`src/rtl/paralelo_serial_framer_if.sv`:
```
// rtl/paralelo_serial_framer_if.sv - word handshake into the parallel-to-serial framer
interface paralelo_serial_framer_if #(
  parameter int WIDTH = 8
);
  logic [WIDTH-1:0] in_data;
  logic             in_valid;
  logic             in_ready;

  modport master (output in_data, output in_valid, input in_ready);
  modport slave  (input in_data, input in_valid, output in_ready);
endinterface

```
`src/rtl/paralelo_serial_framer.sv`:
```
// rtl/paralelo_serial_framer.sv - parallel-to-serial framer with idle fill; P2S_PARITY_EN appends an even-parity bit per frame
module paralelo_serial_framer #(
  parameter int               WIDTH        = 8,
  parameter logic [WIDTH-1:0] IDLE_PATTERN = 8'hBC,
  parameter bit               MSB_FIRST    = 1'b1
) (
  input  logic                    clk_32f,
  input  logic                    reset,
  paralelo_serial_framer_if.slave in_bus,
  output logic                    serial_out,
  output logic                    frame_start,
  output logic                    frame_data
);

`ifdef P2S_PARITY_EN
  localparam int FRAME_LEN = WIDTH + 1;
`else
  localparam int FRAME_LEN = WIDTH;
`endif
  localparam int            CW   = $clog2(FRAME_LEN);
  localparam logic [CW-1:0] LAST = CW'(FRAME_LEN - 1);

  logic [WIDTH-1:0] shreg;
  logic [WIDTH-1:0] hold;
  logic [WIDTH-1:0] next_word;
  logic [CW-1:0]    cnt;
  logic             hold_full;
  logic             boundary;
  logic             xfer;
  logic             load_data;
  logic             next_bit;

  function automatic logic first_bit(input logic [WIDTH-1:0] w);
    return MSB_FIRST ? w[WIDTH-1] : w[0];
  endfunction

  function automatic logic [WIDTH-1:0] shift_word(input logic [WIDTH-1:0] w);
    return MSB_FIRST ? {w[WIDTH-2:0], 1'b0} : {1'b0, w[WIDTH-1:1]};
  endfunction

  assign boundary        = (cnt == LAST);
  assign in_bus.in_ready = ~reset & (~hold_full | boundary);
  assign xfer            = in_bus.in_valid & in_bus.in_ready;

  // A held word always wins the boundary; an empty hold lets a same-cycle word bypass straight in.
  always_comb begin
    load_data = 1'b0;
    next_word = IDLE_PATTERN;
    if (hold_full) begin
      load_data = 1'b1;
      next_word = hold;
    end else if (xfer) begin
      load_data = 1'b1;
      next_word = in_bus.in_data;
    end
  end

`ifdef P2S_PARITY_EN
  logic parity;

  always_ff @(posedge clk_32f) begin
    if (reset) begin
      parity <= 1'b0;
    end else if (boundary) begin
      parity <= ^next_word;
    end
  end

  always_comb begin
    next_bit = first_bit(shreg);
    if (cnt == CW'(WIDTH - 1)) begin
      next_bit = parity;
    end
  end
`else
  always_comb begin
    next_bit = first_bit(shreg);
  end
`endif

  always_ff @(posedge clk_32f) begin
    if (reset) begin
      shreg       <= '0;
      hold        <= '0;
      hold_full   <= 1'b0;
      cnt         <= LAST;
      serial_out  <= 1'b0;
      frame_start <= 1'b0;
      frame_data  <= 1'b0;
    end else if (boundary) begin
      cnt         <= '0;
      frame_start <= 1'b1;
      frame_data  <= load_data;
      serial_out  <= first_bit(next_word);
      shreg       <= shift_word(next_word);
      if (hold_full && xfer) begin
        hold <= in_bus.in_data;
      end else if (hold_full) begin
        hold_full <= 1'b0;
      end
    end else begin
      cnt         <= cnt + 1'b1;
      frame_start <= 1'b0;
      serial_out  <= next_bit;
      shreg       <= shift_word(shreg);
      if (xfer) begin
        hold      <= in_bus.in_data;
        hold_full <= 1'b1;
      end
    end
  end

endmodule

```
`src/flat_wrapper.sv`:
```
// flat-port wrapper written by rule: the top's interface ports become plain ports
module paralelo_serial_framer_flat 
#(
  parameter int               WIDTH        = 8,
  parameter logic [WIDTH-1:0] IDLE_PATTERN = 8'hBC,
  parameter bit               MSB_FIRST    = 1'b1
)
  (clk_32f, reset, serial_out, frame_start, frame_data, in_bus_in_data, in_bus_in_valid, in_bus_in_ready);
  paralelo_serial_framer_if #(.WIDTH(WIDTH)) in_bus_i ();
  input  logic clk_32f;
  input  logic reset;
  output logic serial_out;
  output logic frame_start;
  output logic frame_data;
  input wire logic [$bits(in_bus_i.in_data)-1:0] in_bus_in_data;
  input wire logic [$bits(in_bus_i.in_valid)-1:0] in_bus_in_valid;
  output wire logic [$bits(in_bus_i.in_ready)-1:0] in_bus_in_ready;
  assign in_bus_i.in_data = in_bus_in_data;
  assign in_bus_i.in_valid = in_bus_in_valid;
  assign in_bus_in_ready = in_bus_i.in_ready;
  paralelo_serial_framer #(.WIDTH(WIDTH), .IDLE_PATTERN(IDLE_PATTERN), .MSB_FIRST(MSB_FIRST)) u_core (.clk_32f(clk_32f), .reset(reset), .in_bus(in_bus_i), .serial_out(serial_out), .frame_start(frame_start), .frame_data(frame_data));
endmodule
```
`config.mk`:
```
export PLATFORM = sky130hd
export DESIGN_NAME = paralelo_serial_framer_flat
export DESIGN_NICKNAME = d
export VERILOG_FILES = /design/src/rtl/paralelo_serial_framer_if.sv /design/src/rtl/paralelo_serial_framer.sv /design/src/flat_wrapper.sv
export SDC_FILE = /design/constraint.sdc
export NUM_CORES = 1
export LEC_CHECK = 0
export ABC_AREA = 1
export CELL_PAD_IN_SITES_DETAIL_PLACEMENT = 1
export CELL_PAD_IN_SITES_GLOBAL_PLACEMENT = 2
export CORE_MARGIN = 1
export CORE_UTILIZATION = 35
export DETAILED_ROUTE_END_ITERATION = 8
export DONT_BUFFER_PORTS = 1
export HOLD_SLACK_MARGIN = 0.05
export PLACE_DENSITY_LB_ADDON = 0.1
export SLEW_MARGIN = 30
export SYNTH_ARGS = -nofsm -noshare
export SYNTH_HDL_FRONTEND = slang
export SYNTH_SLANG_ARGS = --single-unit
```
`constraint.sdc`:
```
create_clock -name clk_32f -period 2.61 [get_ports clk_32f]
set_input_delay 0.261 -clock clk_32f [delete_from_list [all_inputs] [get_ports clk_32f]]
set_output_delay 0.261 -clock clk_32f [all_outputs]
set_load 0.005 [all_outputs]
```
==> summary.md <==
| Metric | Value |
|---|---|
| Outcome | finished clean |
| CP required | around 2.4 ns |
| Clock Path Buffers | 2 |
| Net Sw Frac | 0.315 |
| Cell with the most instances after synthesis | nor2_1 |
| Crit share post-route | 0.639 |
| Max Slew Vio Count | 0 |
| RSZ-0062 raised after global routing | false |
| HP Class | in2reg |
| Grt ovf | 0 |
| Sequential Power Share | 0.451 |
| Yosys cell types | 21 |
| First-pass GRT wire length | 4.04 mm |
| Cells after Synth | 138 |
| Final HPWL DP | between 1.5 and 2 mm |
| Setup bufs post-CTS | 0 |
| Worst hold slack | about 0.07 ns |
| Synth Cell Area | approximately 0.0010 sq mm |
| Cell Pwr Density | 840 mW/mm^2 |
| # fillers | 361 |
| Clock share of power | 0.291 |
| Hold Crit Depth | 3 |
| Vias in the first global route | 840 |
| Placed insts | 163 |
| Layout cells sized above 1 | 0.139 |
| Area contributors post-synth | dfxtp_1 43%, nor2_1 9.4%, nand2_1 7.6% |
| Routed WL | 2.38 mm |
| Yosys Warn Count | 0 |
| F_max | approximately 600 MHz |
| Synth top area share | 0.425 |
| Final number of setup-violating endpoints | 0 |
| Combinational share of power | 0.258 |
| IO Pins | 15 |
| Synthesis-to-layout area growth | 5.43% |
| Simple-Gate Fraction of Synth Area | 0.355 |
| Psw | between 0.2 and 0.3 mW |
| Row count | 19 |
| CTS tree | yes |
| Clock Latency Late Sink | about 0.32 ns |
| Maximum VDD drop | a little over 0.0004 V |
| Power Total | just over 0.9 mW |
| Iter 0 DRT Violations | 9 |
| H-tree depth | 1 |
| Final min period | roughly 1.7 ns |
| Post-route ant nets | 0 |
| Post-route insts no fill | about 170 |
| XOR/XNOR Fraction of Synth Area | 0 |
| Core Box Area | roughly 0.0028 sq mm |
| Max-slew headroom | 0.792 |
| Avg WL per Cell | 14.2 um |
| Reg clk slew, reported paths | around 0.13 ns |
| Setup_tns | 0 ns |
| Post-synth EDFFs | 0 |
| Post-synth top cells | 26 x nor2_1, 22 x dfxtp_1, 21 x nand2_1 |
| Worst Setup End Kind | output pin |
| Main flop type after synthesis | dfxtp_1 |
| Die Height | roughly 56 um |
| Post-synthesis compound-gate area fraction | 0.0725 |
| Pre-antenna DRT Iters | 3 |
| Remaining DRCs | 0 |
| Clk sink count | 22 |
| Root Buffer | clkbuf_4 |
| Main combinational cell family by area after synthesis | simple AND/OR/NAND/NOR gates |
| Cell Area, Placed | around 0.0010 sq mm |
| Hold Vio Cnt, Final | 0 |
| Leading area contributor after synthesis | dfxtp_1 |
| Gr usage total | 0.167 |
| Routed vias/inst | approximately 5.1 |
| Starting density of the core | 0.372 |
| Fin area | approximately 0.0011 sq mm |
| Leakage | slightly above 0.5 nW |
| Final Net Count | 151 |
| DIE WIDTH | roughly 56 um |
| Post-synthesis mux area share | 0 |
| Mean post-synth cell area | between 7 and 8 sq um |
| P_int | ~0.63 mW |
| CP Data Arrival Time | roughly 1.4 ns |
| Syn Nets | around 150 |
| Register area share after synthesis | 0.425 |
| Via count | roughly 850 |
| Crit path max fanout | 13 |
| Pin count of the biggest net entering global routing | 17 |
| Port Buffers | 0 |
| RePlAce Congestion | roughly 0.69 |
| Initial antenna violation count | 0 |
| Async set-reset flop share out of synthesis | 0 |
| WS Path Type | reg2out |
| Die ar. | ~0.0032 sq mm |
| Final Skew | around 0.0082 ns |
| Ant. Diodes | 0 |
| CP Launch Type | register |
| Synth Area in Adders | 0.0242 |
| Clock buffer count from CTS | 3 |
| Seq cells post-synth | 22 |
| Measured slew at the worst slew-check pin | 0.312 ns |
| R2R depth | 8 |
| Max cap viols | 0 |
[registers in the layout, indices dropped and copies added, names as in the netlist]
name	cells
u_core.hold_full	1
u_core.hold	8
u_core.serial_out	1
u_core.cnt	3
u_core.shreg	7
u_core.frame_data	1
u_core.frame_start	1
[per-layer routing]
metal | up-vias | wire length (um) | GRT usage
li1 | 435 | - | -
met1 | 397 | 1120 | 0.200
met2 | 15 | 1160 | 0.291
met3 | 2 | 86 | 0.0553
met4 | 0 | 18 | 0.0314
met5 | - | 0 | 0
[worst max-delay path: stages, from the launching register on]
cell and delay (ns):
dfxtp_1 0.36, ha_1 0.16, ha_1 0.24, nand2_2 0.11
nand2_2 0.22
[power by group through the flow]
stage,Clock [mW],Combinational (mW),Sequential [mW]
final,0.266,0.237,0.414
after global routing,0.289,0.274,0.419
after CTS,0.275,0.244,0.415
after detailed placement,0,0.240,0.423
after global placement,0,0.231,0.422
after floorplan,0,0.207,0.415
[logic make-up after synthesis]
logic type / count (synthesis)
simple gates: 74
buf+inv: 25
compound gates: 15
fa+ha+maj: 2
flops: 22
[layout by cell type, fill, tap and decap left out, drive strengths merged]
| cell type | instances |
|---|---|
| a21oi | 7 |
| buf | 1 |
| bufinv | 1 |
| clkbuf | 3 |
| dfxtp | 22 |
| dlygate4sd3 | 1 |
| ha | 2 |
| inv | 18 |
| nand2 | 27 |
| nand3 | 7 |
| nand4 | 11 |
| nor2 | 27 |
| o21ai | 8 |
| or2 | 2 |
[path summary, 6_finish.rpt]
check                              startpoint         endpoint  slack (ns)
worst min register to register  u_core.cnt[0]    u_core.cnt[0]        0.47
worst min-delay path                    reset  u_core.shreg[5]        0.07
worst max-delay path            u_core.cnt[0]  in_bus_in_ready        0.94
worst max register to register  u_core.cnt[0]   u_core.hold[0]        1.01
[what timing repair did]
item	CTS	global route
hold buffers	1	0
hold endpoints to repair	4	0
gates resized for setup	0	0
[area by class of cell]
| class | instances | area [sq um] | share of cell area |
|---|---|---|---|
| Tap cell | 31 | 38.8 | 0.0355 |
| Clock inverter | 1 | 30.0 | 0.0275 |
| Inverter | 18 | 75.1 | 0.0687 |
| Clock buffer | 3 | 22.5 | 0.0206 |
| Multi-Input combinational cell | 91 | 468 | 0.428 |
| Sequential cell | 22 | 440 | 0.403 |
| Timing Repair Buffer | 2 | 17.5 | 0.0160 |
[per-stage QoR]
step	worst slack [ns]	util
floorplan	1.26	-
global placement	1.13	0.370
detailed placement	1.05	0.370
CTS	0.899	0.393
global route	0.815	0.393
finish	0.941	0.393
Note: power is estimated with default switching activity, not from simulation.
